File: config.mk
export PLATFORM = sky130hd
export DESIGN_NAME = width_split
export DESIGN_NICKNAME = d
export VERILOG_FILES = /design/src/rtl/width_split.sv
export SDC_FILE = /design/constraint.sdc
export NUM_CORES = 1
export LEC_CHECK = 0
export BUFFER_PORTS_ARGS = -buffer_cell sky130_fd_sc_hd__buf_2
export CORE_MARGIN = 3
export CORE_UTILIZATION = 50
export CTS_BUF_LIST = sky130_fd_sc_hd__clkbuf_4
export CTS_CLUSTER_DIAMETER = 120
export DETAILED_ROUTE_END_ITERATION = 7
export PLACE_DENSITY_LB_ADDON = 0.25
export SYNTH_ARGS = -nofsm -noshare
export SYNTH_HDL_FRONTEND = slang
export SYNTH_SLANG_ARGS = --single-unit
export TNS_END_PERCENT = 1
File: constraint.sdc
create_clock -name clock -period 2.1 [get_ports clock]
set_input_delay 0.105 -clock clock [delete_from_list [all_inputs] [get_ports clock]]
set_output_delay 0.105 -clock clock [all_outputs]
set_load 0.01 [all_outputs]
File: src/rtl/width_split.sv
// Wide-to-narrow splitter: emits one captured wide word as MSB-first narrow beats.
// Optional rd_align_last output enabled by defining WIDTH_SPLIT_ALIGN_LAST_EN.
module width_split #(
    parameter int DSIZE = 1,
    parameter int NSIZE = 8,
    localparam int RSIZE = (NSIZE < 16)  ? 4 :
                           (NSIZE < 32)  ? 5 :
                           (NSIZE < 64)  ? 6 :
                           (NSIZE < 128) ? 7 : 8
) (
    input  logic                   clock,
    input  logic                   rst_n,
    input  logic [DSIZE*NSIZE-1:0] wr_data,
    input  logic                   wr_vld,
    output logic                   wr_ready,
    input  logic                   wr_last,
    input  logic [RSIZE-1:0]       wr_cnt,
    output logic [DSIZE-1:0]       rd_data,
    output logic                   rd_vld,
    input  logic                   rd_ready,
    output logic                   rd_last,
    output logic                   rd_align_last
);

    typedef enum logic {
        IDLE = 1'b0,
        SEND = 1'b1
    } state_t;

    localparam logic [RSIZE-1:0] MAX_CNT = RSIZE'(NSIZE - 1);

    state_t                 state_q, state_d;
    logic [DSIZE*NSIZE-1:0] hold_q,  hold_d;
    logic                   last_q,  last_d;
    logic [RSIZE-1:0]       cnt_q,   cnt_d;
    logic [RSIZE-1:0]       ptr_q,   ptr_d;

    logic             atFinal;
    logic             wrAcc;
    logic             rdAcc;
    logic [RSIZE-1:0] cntClamped;

    assign atFinal    = (ptr_q == cnt_q);
    assign rd_vld     = (state_q == SEND);
    assign wr_ready   = (state_q == IDLE) || (atFinal && rd_ready);
    assign wrAcc      = wr_vld && wr_ready;
    assign rdAcc      = rd_vld && rd_ready;
    assign cntClamped = (wr_cnt > MAX_CNT) ? MAX_CNT : wr_cnt;
    assign rd_last    = rd_vld && atFinal && last_q;

`ifdef WIDTH_SPLIT_ALIGN_LAST_EN
    assign rd_align_last = rd_vld && atFinal;
`else
    assign rd_align_last = 1'b0;
`endif

    // Beat selection uses constant slices so rd_data is a pure mux of hold bits.
    always_comb begin
        rd_data = '0;
        for (int i = 0; i < NSIZE; i++) begin
            if (ptr_q == RSIZE'(i)) begin
                rd_data = hold_q[DSIZE*(NSIZE-i)-1 -: DSIZE];
            end
        end
    end

    // A wide accept in SEND only happens on the final-beat accept, so it takes priority.
    always_comb begin
        state_d = state_q;
        hold_d  = hold_q;
        last_d  = last_q;
        cnt_d   = cnt_q;
        ptr_d   = ptr_q;
        if (wrAcc) begin
            state_d = SEND;
            hold_d  = wr_data;
            last_d  = wr_last;
            cnt_d   = cntClamped;
            ptr_d   = '0;
        end else if (rdAcc) begin
            if (atFinal) begin
                state_d = IDLE;
                ptr_d   = '0;
            end else begin
                ptr_d = ptr_q + 1'b1;
            end
        end
    end

    always_ff @(posedge clock or negedge rst_n) begin
        if (!rst_n) begin
            state_q <= IDLE;
            hold_q  <= '0;
            last_q  <= 1'b0;
            cnt_q   <= '0;
            ptr_q   <= '0;
        end else begin
            state_q <= state_d;
            hold_q  <= hold_d;
            last_q  <= last_d;
            cnt_q   <= cnt_d;
            ptr_q   <= ptr_d;
        end
    end

endmodule
# After elaboration in Yosys (flattened, before gate mapping)
# Index checks and enable logic that the tools add are counted.
# op_classes
n_addsub,1
n_lt_le_gt_ge,1
eq_ne,8
muxes,15
bitwise,1
n_reduce_logical,10
# ops
cell,n
$eq 4x3->1 const B,4
$mux 4,4
$mux 1,11
$eq 4x2->1 const B,2
$logic_and 1x1->1,5
$add 4x1->4 const B,1
$eq 4x1->1 const B,1
$eq 4x4->1,1
$gt 4x3->1 const B,1
$logic_not 4->1,1
$reduce_bool 2->1,2
$reduce_and 2->1,1
$logic_or 1x1->1,1
$not 1->1,1
# totals
register_bits,18
input_bits,17
elab_cells,41

# Depth between registers and ports, before layout
# Gate-level depths: netlist of run 1.
# depth
depth_word,9
depth_mapped,7
ltp_nobuf,6

# Least setup slack after synthesis of run 1
# OpenSTA, ideal clock, no wires.
# synth_timing
path_type,flip-flop to output port
from,register ptr_q[0]
to,output port rd_data
arrival_time_ns,1.442
setup_slack_ns,0.553
stages_incl_launch_ff,7
path_buffers,0
cell_sequence,dfrtp_1 -> inv_1 -> ha_1 -> nand2_1 -> o21ai_0 -> mux4_2 -> o21a_1
# synth_via
elab_chain_len,9
elab_cells_between_ends,16
classes_between,eq/ne: 7; mux: 8; reduce/logical: 1
# synth_lines
element,line_no,source
"start, declared",36,"logic [RSIZE-1:0] ptr_q, ptr_d;"
"start signal, assigned",102,ptr_q <= ptr_d;
$logic_not 4->1,61,if (ptr_q == RSIZE'(i)) begin
$mux 1 (7 in series),61,
$mux 1 *,61,
"end, declared",18,"output logic [DSIZE-1:0] rd_data,"
# Mark *: on every way between the ends. The rest lies on a longest branch, timed or not.

# Worst setup path after layout of run 1
# layout_timing
from,register ptr_q[1]
to,output port rd_data
# Same word-level chain as after synthesis.

==> flow_summary_export.csv, run 1 <==
group,metric,value,unit
grt,grt_overflow_total,0,
floorplanning,die_height,57.5,µm
critical_path,timing.reg2reg.worst_path_depth,5,
critical_path,cp_num_buf_inv,2,
finish,fin_nets,192,
pwr,power_share_of_the_clock_group,16.0,%
placed_design,finalWeightedCongestion,0.794,
pwr,swShare,38.6,%
grt,grt_max_degree,25,
pwr,cell_internal_pwr,0.000726,W
sta,max_freq,496,MHz
yosys,syn_nets,172,
grt,grt_usage,21.3,%
critical_path,cp_num_cells,6,
pwr,peakVddDrop,0.000478,V
critical_path,worst_setup_path_start_kind,"flop",
pwr,leakage,0.647,nW
clocking,clock_slew_at_reported_path_ffs,0.12,ns
drt,detail_route.vias_per_cell,6.20,
yosys,synth.yosys.warnings,0,
run,max_cap_viol_count,0,
yosys,synth.avg_cell_area,8.79,µm²
pwr,pwr-share-seq,41.8,%
clocking,ctsRootBufferMaster,"sky130_fd_sc_hd__clkbuf_4",
placed_design,io_buffer_count,20,
sta,worstMarginPinSlew,0.728,ns
finish,insertedDiodeCount,0,
clocking,cts_sinks,18,
drt,detail_route.wirelength,3.25,mm
clocking,cts_max_path_buffers,2,
clocking,clock_buffer_count_from_cts,3,
sta,final.min_clock_period,2.02,ns
yosys,dominant_combinational_cell_family_by_area_after_synthesis,"simple AND/OR/NAND/NOR gates",
drt,dr_total_vias,1240,
floorplanning,rows,18,
worst_hold_path,holdCritPathClass,"in2reg",
sta,finalHoldViolations,0,
yosys,synthesis.area,1330,µm²
yosys,synthDistinctLibCells,32,
sta,finalCritPeriodShare,96.0,%
finish,fillerInstances,229,
sta,rsz0062_at_grt,"no",
finish,most_frequent_standard_cell_in_the_layout_excluding_fill_and_tap_cells,"sky130_fd_sc_hd__nand2_1",
drt,detail_route.first_pass.iterations,4,
floorplanning,die_w,57.5,µm
critical_path,worst-path-max-fanout,4,
clocking,tritoncts,"built",
sta,fin_tns_setup,0,ns
pwr,power.share.combinational,42.1,%
grt,grt_antenna_before_repair,0,
yosys,synth-compound-area-share,20.5,%
critical_path,timing.critical_path.slowest_stage_cell,"sky130_fd_sc_hd__dfrtp_2",
finish,mostFrequentLayoutCells,"21 x sky130_fd_sc_hd__nand2_1, 20 x sky130_fd_sc_hd__buf_2, 15 x sky130_fd_sc_hd__dfrtp_1",
pwr,switchingPower,0.000457,W
status,run_status,"finished, final reports clean",
worst_hold_path,hold-path-cell-count,3,
pwr,power,0.00118,W
critical_path,crit_path_max_incr_delay,0.46,ns
sta,maxSlewHeadroom,51.4,%
floorplanning,initial_utilization,53.1,%
yosys,muxShareOfSynthArea,5.00,%
yosys,xor_xnor_cell_area_share_of_the_yosys_netlist,2.64,%
clocking,clock_latency,0.30,ns
clocking,cts-htree-levels,1,
drt,antenna_violating_nets_post_route,0,
yosys,synthSimpleGateAreaFrac,26.0,%
grt,first_global_vias,1189,
grt,grt_first_pass_wirelength,5.50,mm
sta,final.setup_skew,0.00707,ns
critical_path,path_cells,"inv_1 -> ha_2 -> o21ai_0 -> mux4_2 -> o21a_1 -> buf_2",
critical_path,cp.arrival,1.91,ns
floorplanning,io-pin-count,22,
finish,share_of_final_layout_standard_cells_stronger_than_drive_strength_1,25.9,%
yosys,seq_total_area_yosys,33.9,%
finish,area_growth_synth_to_finish,12.5,%
critical_path,timing.critical_path.to_type,"primary output",
yosys,synth_area_leaders,"sky130_fd_sc_hd__dfrtp_1 34%, sky130_fd_sc_hd__o211ai_1 6.8%, sky130_fd_sc_hd__a221oi_1 5.9%",
sta,slew_viol_final,0,
placed_design,dp_hpwl,2.21,mm
yosys,synthAdderAreaFrac,3.77,%
drt,drt_drc_violations_left,0,
critical_path,crit_family,"flip-flops",
yosys,post-synth-top-area-fraction,33.9,%
critical_path,timing.critical_path.required,2.00,ns
finish,final_util,59.8,%
floorplanning,core_area,2500,µm²
placed_design,dpl_worst_slack,0.342,ns
yosys,synthesized_netlist_cell_count,151,
critical_path,worstSetupPathType,"reg2out",
pwr,cellPowerDensity,792,nW/µm²
floorplanning,fp.dieArea,3310,µm²
yosys,postSynthRegisterBits,18,
yosys,post-synth-top-area-cell,"sky130_fd_sc_hd__dfrtp_1",
drt,post_drt_wl_per_cell,16.2,µm
sta,final.hold.worst_slack,0.0631,ns
drt,detail_route.iter0.violations,62,
sta,final_critical_path_setup_slack,0.0835,ns
sta,setup-violations-final,0,
routing by layer:
| metal | vias up | GRT usage, % | share of wire, % |
|---|---|---|---|
| met5 | - | 0 | 0 |
| met4 | 0 | 7.95 | 1.1 |
| met3 | 4 | 3.17 | 5.8 |
| met2 | 42 | 34.2 | 49 |
| met1 | 604 | 28.9 | 44 |
| li1 | 590 | - | - |
synth_stat cells:
library cell and instances:
sky130_fd_sc_hd__buf_6 2, sky130_fd_sc_hd__conb_1 1, sky130_fd_sc_hd__buf_4 5, sky130_fd_sc_hd__ha_1 4, sky130_fd_sc_hd__or2_2 1, sky130_fd_sc_hd__nor4_2 1
sky130_fd_sc_hd__dfrtp_1 18, sky130_fd_sc_hd__o211ai_1 12, sky130_fd_sc_hd__a21oi_1 2, sky130_fd_sc_hd__mux2_2 3, sky130_fd_sc_hd__nor2_1 2, sky130_fd_sc_hd__mux2i_1 1
sky130_fd_sc_hd__clkbuf_1 6, sky130_fd_sc_hd__o21ai_0 10, sky130_fd_sc_hd__xor2_1 4, sky130_fd_sc_hd__mux4_2 1, sky130_fd_sc_hd__a221o_1 2, sky130_fd_sc_hd__and2_1 1
sky130_fd_sc_hd__a311oi_1 1, sky130_fd_sc_hd__a21o_1 1, sky130_fd_sc_hd__nand4b_1 1, sky130_fd_sc_hd__inv_1 3, sky130_fd_sc_hd__nand2b_1 3, sky130_fd_sc_hd__and3_1 4
sky130_fd_sc_hd__nand3_1 4, sky130_fd_sc_hd__nand4_1 9, sky130_fd_sc_hd__nor2b_1 12, sky130_fd_sc_hd__o21a_1 1, sky130_fd_sc_hd__nand2_1 21, sky130_fd_sc_hd__buf_2 2
sky130_fd_sc_hd__a221oi_1 9, sky130_fd_sc_hd__nand3b_1 4
through the flow:
stage | std cells | instance area (µm²)
after floorplan | 151 | 1330
after global placement | 192 | 1430
after detailed placement | 192 | 1430
after global routing | 200 | 1490
final | 200 | 1490
after CTS | 197 | 1470
sequential cells by signal, summed over array words and instances (netlist names):
name / cells
hold_q: 8
cnt_q: 4
ptr_q: 4
last_q: 1
rd_vld: 1
what timing repair did:
| action | in CTS | in global routing |
|---|---|---|
| endpoints found under the hold margin | 18 | 0 |
| resized for setup | 2 | 4 |
| buffers inserted | 0 | 3 |
| hold buffers | 1 | 0 |
| pin swaps | 0 | 1 |
| endpoints found under the setup margin | 1 | 3 |
area by class of cell:
class | instances | area [µm²] | area share, %
clock inverter | 1 | 3.75 | 0.251
multi-input combinational | 115 | 787 | 52.7
clock buffer | 3 | 22.5 | 1.51
inverter | 3 | 11.3 | 0.754
sequential | 18 | 454 | 30.4
timing repair buffer | 30 | 178 | 11.9
tap | 30 | 37.5 | 2.51
final timing paths:
path	from	to	slack, ns
worst max-delay path	ptr_q[1]$_DFFE_PN0P_	rd_data	0.08
worst min-delay path	wr_data[0]	hold_q[0]$_DFFE_PN0P_	0.06
worst max register to register	ptr_q[2]$_DFFE_PN0P_	cnt_q[2]$_DFFE_PN0P_	0.41
worst min register to register	cnt_q[3]$_DFFE_PN0P_	cnt_q[3]$_DFFE_PN0P_	0.52
max in group asynchronous	rst_n	ptr_q[0]$_DFFE_PN0P_	1.52
min in group asynchronous	rst_n	cnt_q[1]$_DFFE_PN0P_	0.25
tightest hold or removal path, delay by kind of cell:
kind	cells	cell delay, ns
AOI/OAI and AO/OA	2	0.13
buffers and inverters	1	0.09
power groups by stage:
stage / combinational (W) / sequential (W) / clock (W)
floorplan: 0.000369 / 0.000459 / 0
global placement: 0.000421 / 0.000489 / 0
global route: 0.000555 / 0.000506 / 0.000206
finish: 0.000498 / 0.000495 / 0.000190
detailed placement: 0.000435 / 0.000499 / 0
CTS: 0.000439 / 0.000494 / 0.000194
cells by family after synthesis:
logic type,after synthesis
xor+xnor,4
other cells,1
simple gates,63
mux,5
flops,18
fa+ha+maj,4
compound gates,38
buf+inv,18
No activity file was read; power rests on OpenSTA's default activity.
==> inputs of run 2 (changes only) <==
--- a/config.mk
+++ b/config.mk
@@ -11,6 +11,7 @@
 export CTS_BUF_LIST = sky130_fd_sc_hd__clkbuf_4
 export CTS_CLUSTER_DIAMETER = 120
 export DETAILED_ROUTE_END_ITERATION = 7
+export HOLD_SLACK_MARGIN = 0.08
 export PLACE_DENSITY_LB_ADDON = 0.25
 export SYNTH_ARGS = -nofsm -noshare
 export SYNTH_HDL_FRONTEND = slang
==> run 2 against run 1 <==
- die area unchanged
- largest power group unchanged
- largest cell class unchanged
- sequential share of layout area shrank 1.7 points
- worst setup slack better by 0.0053 ns
==> flow_summary_export.csv, run 2 (synthesized netlist as in run 1, its figures left out) <==
group,metric,value,unit
status,run_status,"finished, final reports clean",
sta,fin_tns_setup,0,ns
clocking,clock_latency,0.30,ns
sta,slew_viol_final,0,
floorplanning,io-pin-count,22,
critical_path,crit_path_max_incr_delay,0.46,ns
finish,layout.cell_area.non_filler,1580,µm²
grt,grt_usage,21.9,%
finish,most_frequent_standard_cell_in_the_layout_excluding_fill_and_tap_cells,"sky130_fd_sc_hd__nand2_1",
critical_path,cp.arrival,1.91,ns
drt,antenna_violating_nets_post_route,0,
pwr,peakVddDrop,0.000481,V
finish,registers.top_by_ff_count,"hold_q",
critical_path,worst_setup_path_start_kind,"flop",
sta,final.setup_skew,0.0105,ns
worst_hold_path,hold_path.startpoint,"wr_cnt[1]",
sta,worstMarginPinSlew,0.748,ns
clocking,cts_max_path_buffers,2,
critical_path,timing.critical_path.to_type,"primary output",
sta,setup-violations-final,0,
critical_path,worstSetupPathType,"reg2out",
critical_path,timing.critical_path.slowest_stage_cell,"sky130_fd_sc_hd__dfrtp_2",
finish,share_of_final_layout_standard_cells_stronger_than_drive_strength_1,24.6,%
critical_path,r2r-start,"ptr_q[2]$_DFFE_PN0P_",
critical_path,timing.critical_path.required,2.00,ns
drt,post_drt_wl_per_cell,16.2,µm
finish,largest_register_ffs,8,
clocking,tritoncts,"built",
floorplanning,rows,18,
placed_design,io_buffer_count,20,
drt,detail_route.vias_per_cell,6.15,
floorplanning,die_height,57.5,µm
drt,dr_total_vias,1286,
floorplanning,die_w,57.5,µm
critical_path,rrSetupSlack,0.41,ns
finish,area_growth_synth_to_finish,19.3,%
placed_design,place_area,1430,µm²
pwr,leakage,0.684,nW
drt,drt-met1-wl,1.45,mm
drt,detail_route.wirelength,3.39,mm
critical_path,path_cells,"inv_1 -> ha_2 -> o21ai_0 -> mux4_2 -> o21a_1 -> buf_2",
worst_hold_path,whs_endpoint,"cnt_q[1]$_DFFE_PN0P_",
worst_hold_path,holdCritPathClass,"in2reg",
critical_path,critical_path.reg2reg.endpoint,"cnt_q[2]$_DFFE_PN0P_",
grt,grt_first_pass_wirelength,5.66,mm
pwr,power,0.00119,W
finish,biggestRegsByFlops,"hold_q: 8 flops, cnt_q: 4 flops, ptr_q: 4 flops",
critical_path,worst-path-max-fanout,4,
drt,route.met2.wl,1.71,mm
placed_design,finalWeightedCongestion,0.794,
finish,mostFrequentLayoutCells,"21 x sky130_fd_sc_hd__nand2_1, 20 x sky130_fd_sc_hd__buf_2, 15 x sky130_fd_sc_hd__dfrtp_1",
worst_hold_path,hold-path-cell-count,4,
clocking,clock_slew_at_reported_path_ffs,0.12,ns
sta,rsz0062_at_grt,"no",
grt,grt_antenna_before_repair,0,
critical_path,timing.reg2reg.worst_path_depth,5,
pwr,cellPowerDensity,754,nW/µm²
grt,grt_overflow_total,0,
finish,fin_nets,201,
clocking,cts_sinks,18,
sta,finalHoldViolations,0,
floorplanning,core_area,2500,µm²
sta,maxSlewHeadroom,50.0,%
drt,detail_route.iter0.violations,59,
sta,finalCritPeriodShare,95.8,%
run,max_cap_viol_count,0,
drt,detailroute.wirelength.met3,179,µm
placed_design,dp_hpwl,2.21,mm
clocking,ctsRootBufferMaster,"sky130_fd_sc_hd__clkbuf_4",
drt,detail_route.first_pass.iterations,4,
grt,first_global_vias,1199,
floorplanning,fp.dieArea,3310,µm²
clocking,cts-htree-levels,1,
drt,drt_drc_violations_left,0,
finish,insertedDiodeCount,0,
sta,final.min_clock_period,2.01,ns
clocking,clock_buffer_count_from_cts,3,
drt,top_signal_layer_used,"met4",
sta,max_freq,497,MHz
floorplanning,initial_utilization,53.1,%
grt,grt_max_degree,25,
[run 2: cell count changes in the layout (fill, tap and decap cells not counted)]
cell	before	now
sky130_fd_sc_hd__dlygate4sd3_1	1	10
[run 2: metal layers]
| metal | up-vias | GRT usage, % |
|---|---|---|
| met2 | 46 | 35.8 |
| met3 | 6 | 3.17 |
| met1 | 627 | 29.4 |
| met5 | - | 0 |
| li1 | 607 | - |
| met4 | 0 | 7.62 |
[run 2: worst max-delay path: cells and delay by family (launching register included)]
family,cells,cell delay (ns)
DFF,1,0.46
muxes,1,0.46
adders and majority gates,1,0.20
AOI/OAI and AO/OA,2,0.28
buffers and inverters,2,0.22
[run 2: cell type report]
type	instances	area (µm²)
Clock buffer	3	22.5
Clock inverter	1	3.75
Fill cell	218	916
Inverter	3	11.3
Multi-Input combinational cell	115	787
Sequential cell	18	454
Tap cell	30	37.5
Timing Repair Buffer	39	268
[run 2: power by group]
part	internal (W)	switching, W
Clock	0.0000693	0.000118
Combinational	0.000260	0.000251
Sequential	0.000407	0.0000891
[run 2: how the worst max path moves through the flow]
stage                     depth (start not counted)              endpoint                 start  slack [ns]
after global routing                              6               rd_data  ptr_q[0]$_DFFE_PN0P_        0.01
after floorplan                                   6               rd_data  ptr_q[0]$_DFFE_PN0P_        0.55
after CTS                                         7               rd_data  ptr_q[1]$_DFFE_PN0P_        0.03
after global placement                            5  ptr_q[2]$_DFFE_PN0P_  ptr_q[2]$_DFFE_PN0P_        0.41
final                                             6               rd_data  ptr_q[1]$_DFFE_PN0P_        0.09
after detailed placement                          7               rd_data  ptr_q[1]$_DFFE_PN0P_        0.34
[run 2: what timing repair did]
item | CTS | global route
hold buffers | 10 | 0
endpoints found under the setup margin | 1 | 3
setup buffers | 0 | 3
pin swaps | 0 | 1
hold endpoints to repair | 27 | 0
gates resized for setup | 2 | 4
[run 2: metrics by stage]
stage	utilization (%)	hold slack, ns	instances	setup slack (ns)
6_report	63.4	0.173	209	0.0888
5_1_grt	63.4	0.181	209	0.0127
4_1_cts	62.2	0.162	206	0.0306
3_5_place_dp	57.1	0.0653	192	0.342
3_3_place_gp	57.1	0.0626	192	0.407
2_1_floorplan	-	-0.191	151	0.553
==> inputs of run 3 (changes only) <==
==> constraint.sdc (replaced) <==
create_clock -name clock -period 2.1 [get_ports clock]
set_input_delay 0.21 -clock clock [delete_from_list [all_inputs] [get_ports clock]]
set_output_delay 0.21 -clock clock [all_outputs]
set_load 0.01 [all_outputs]
==> run 3 against run 2 <==
- combinational power up 7.0%
- clock skew down 0.0091 ns
- worst hold slack better by 0.010 ns
- utilization down 3.1 points
- sequential cell count unchanged
- via count down 2.4%
- cell count down 3.3%
- worst setup slack worse by 0.060 ns
- sequential share of layout area up 1.2 points
- largest cell class unchanged
==> flow_summary_export.csv, run 3 (synthesized netlist as in run 1, its figures left out) <==
group,metric,value,unit
grt,grt_antenna_before_repair,0,
sta,setup-violations-final,0,
sta,final.setup_skew,0.00134,ns
critical_path,worst_setup_path_startpoint,"ptr_q[0]$_DFFE_PN0P_",
critical_path,r2r-start,"ptr_q[0]$_DFFE_PN0P_",
clocking,cts-htree-levels,1,
drt,detail_route.first_pass.iterations,4,
finish,most_frequent_standard_cell_in_the_layout_excluding_fill_and_tap_cells,"sky130_fd_sc_hd__nand2_1",
floorplanning,fp.dieArea,3310,µm²
floorplanning,initial_utilization,53.1,%
placed_design,dp_hpwl,2.15,mm
sta,max_freq,483,MHz
pwr,cellPowerDensity,786,nW/µm²
floorplanning,rows,18,
sta,finalHoldViolations,0,
critical_path,timing.critical_path.required,1.89,ns
finish,largest_register_ffs,8,
grt,grt_max_degree,28,
drt,detail_route.iter0.violations,71,
critical_path,worst_setup_path_start_kind,"flop",
clocking,cts_max_path_buffers,2,
critical_path,cp_num_buf_inv,2,
floorplanning,die_w,57.5,µm
clocking,clock_slew_at_reported_path_ffs,0.10,ns
finish,fillerInstances,224,
placed_design,placedCellCount,191,
floorplanning,die_height,57.5,µm
status,run_status,"finished, final reports clean",
clocking,tritoncts,"built",
floorplanning,io-pin-count,22,
grt,grt_usage,20.8,%
clocking,clock_buffer_count_from_cts,3,
finish,insertedDiodeCount,0,
critical_path,crit_family,"multiplexers",
clocking,clock_latency,0.29,ns
grt,grt_overflow_total,0,
finish,registers.top_by_ff_count,"hold_q",
pwr,peakVddDrop,0.000453,V
finish,layout.cells.non_filler,202,
grt,first_global_vias,1138,
sta,rsz0062_at_grt,"yes",
critical_path,path_cells,"inv_2 -> ha_1 -> nand2_1 -> o21ai_1 -> mux4_2 -> o21a_1 -> buf_2",
critical_path,timing.critical_path.slowest_stage_cell,"sky130_fd_sc_hd__mux4_2",
sta,finalCritPeriodShare,98.6,%
critical_path,timing.critical_path.to_type,"primary output",
finish,area_growth_synth_to_finish,13.5,%
critical_path,worst-path-max-fanout,3,
critical_path,crit_path_max_incr_delay,0.45,ns
sta,maxSlewHeadroom,50.2,%
drt,antenna_violating_nets_post_route,0,
clocking,ctsRootBufferMaster,"sky130_fd_sc_hd__clkbuf_4",
placed_design,finalWeightedCongestion,0.766,
drt,dr_total_vias,1255,
finish,biggestRegsByFlops,"hold_q: 8 flops, cnt_q: 4 flops, ptr_q: 4 flops",
placed_design,io_buffer_count,20,
sta,slew_viol_final,0,
drt,post_drt_wl_per_cell,16.0,µm
finish,fin_nets,195,
worst_hold_path,holdCritPathClass,"in2reg",
pwr,power,0.00118,W
pwr,leakage,0.666,nW
sta,final.min_clock_period,2.07,ns
grt,grt_first_pass_wirelength,5.44,mm
finish,share_of_final_layout_standard_cells_stronger_than_drive_strength_1,25.0,%
critical_path,cp.arrival,1.86,ns
drt,detail_route.vias_per_cell,6.21,
sta,worstMarginPinSlew,0.746,ns
floorplanning,core_area,2500,µm²
finish,mostFrequentLayoutCells,"21 x sky130_fd_sc_hd__nand2_1, 20 x sky130_fd_sc_hd__buf_2, 18 x sky130_fd_sc_hd__dfrtp_1",
clocking,cts_sinks,18,
critical_path,worstSetupPathType,"reg2out",
run,max_cap_viol_count,0,
drt,detail_route.wirelength,3.23,mm
worst_hold_path,hold_path.startpoint,"wr_data[1]",
drt,drt_drc_violations_left,0,
-- run 3: repair_timing --
| item | in CTS | in global routing |
|---|---|---|
| gates resized for setup | 0 | 3 |
| hold buffers | 1 | 0 |
| buffers inserted | 3 | 4 |
| setup endpoints to repair | 1 | 3 |
| pin swaps | 0 | 1 |
| hold endpoints to repair | 18 | 0 |
-- run 3: layout make-up --
cell class	instances	area, µm²	share of cell area [%]
clock buffer	3	22.5	1.50
inverter	3	11.3	0.748
multi-input combinational	115	785	52.1
sequential	18	450	29.9
tap	30	37.5	2.49
timing repair buffer	33	200	13.3
-- run 3: routing by layer --
metal	global-route usage [%]	vias to the layer above	share of wire (%)
met5	0	-	0
met1	29.7	611	45
met3	2.26	4	5.4
li1	-	596	-
met4	5.96	0	1.1
met2	33.4	44	48
-- run 3: path summary, 6_finish.rpt --
check | depth (start not counted) | to | slack [ns]
min in group asynchronous | 2 | ptr_q[2]$_DFFE_PN0P_ | 0.37
max reg2reg | 8 | hold_q[0]$_DFFE_PN0P_ | 0.24
min reg2reg | 2 | cnt_q[3]$_DFFE_PN0P_ | 0.53
max | 7 | rd_data | 0.03
max in group asynchronous | 2 | hold_q[3]$_DFFE_PN0P_ | 1.43
min | 3 | hold_q[1]$_DFFE_PN0P_ | 0.18
-- run 3: stage by stage --
step	setup TNS, ns	instance area, µm²	setup WS [ns]	hold slack, ns	utilization, %
after global routing	-0.0440	1510	-0.0440	0.192	60.3
after global placement	0	1420	0.285	0.165	56.8
after detailed placement	0	1420	0.221	0.166	56.8
after floorplan	0	1330	0.448	-0.0856	-
final	0	1510	0.0290	0.183	60.3
after CTS	0	1470	0.00396	0.178	59.0
-- run 3: tightest hold or removal path, cell delays in order --
cell and delay [ns]:
sky130_fd_sc_hd__buf_2 0.09, sky130_fd_sc_hd__a221oi_1 0.07, sky130_fd_sc_hd__o211ai_1 0.07
-- run 3: power breakdown --
| group | total [W] | internal [W] | switching (W) |
|---|---|---|---|
| Clock | 0.000176 | 0.0000667 | 0.000109 |
| Sequential | 0.000461 | 0.000402 | 0.0000589 |
| Combinational | 0.000547 | 0.000266 | 0.000280 |
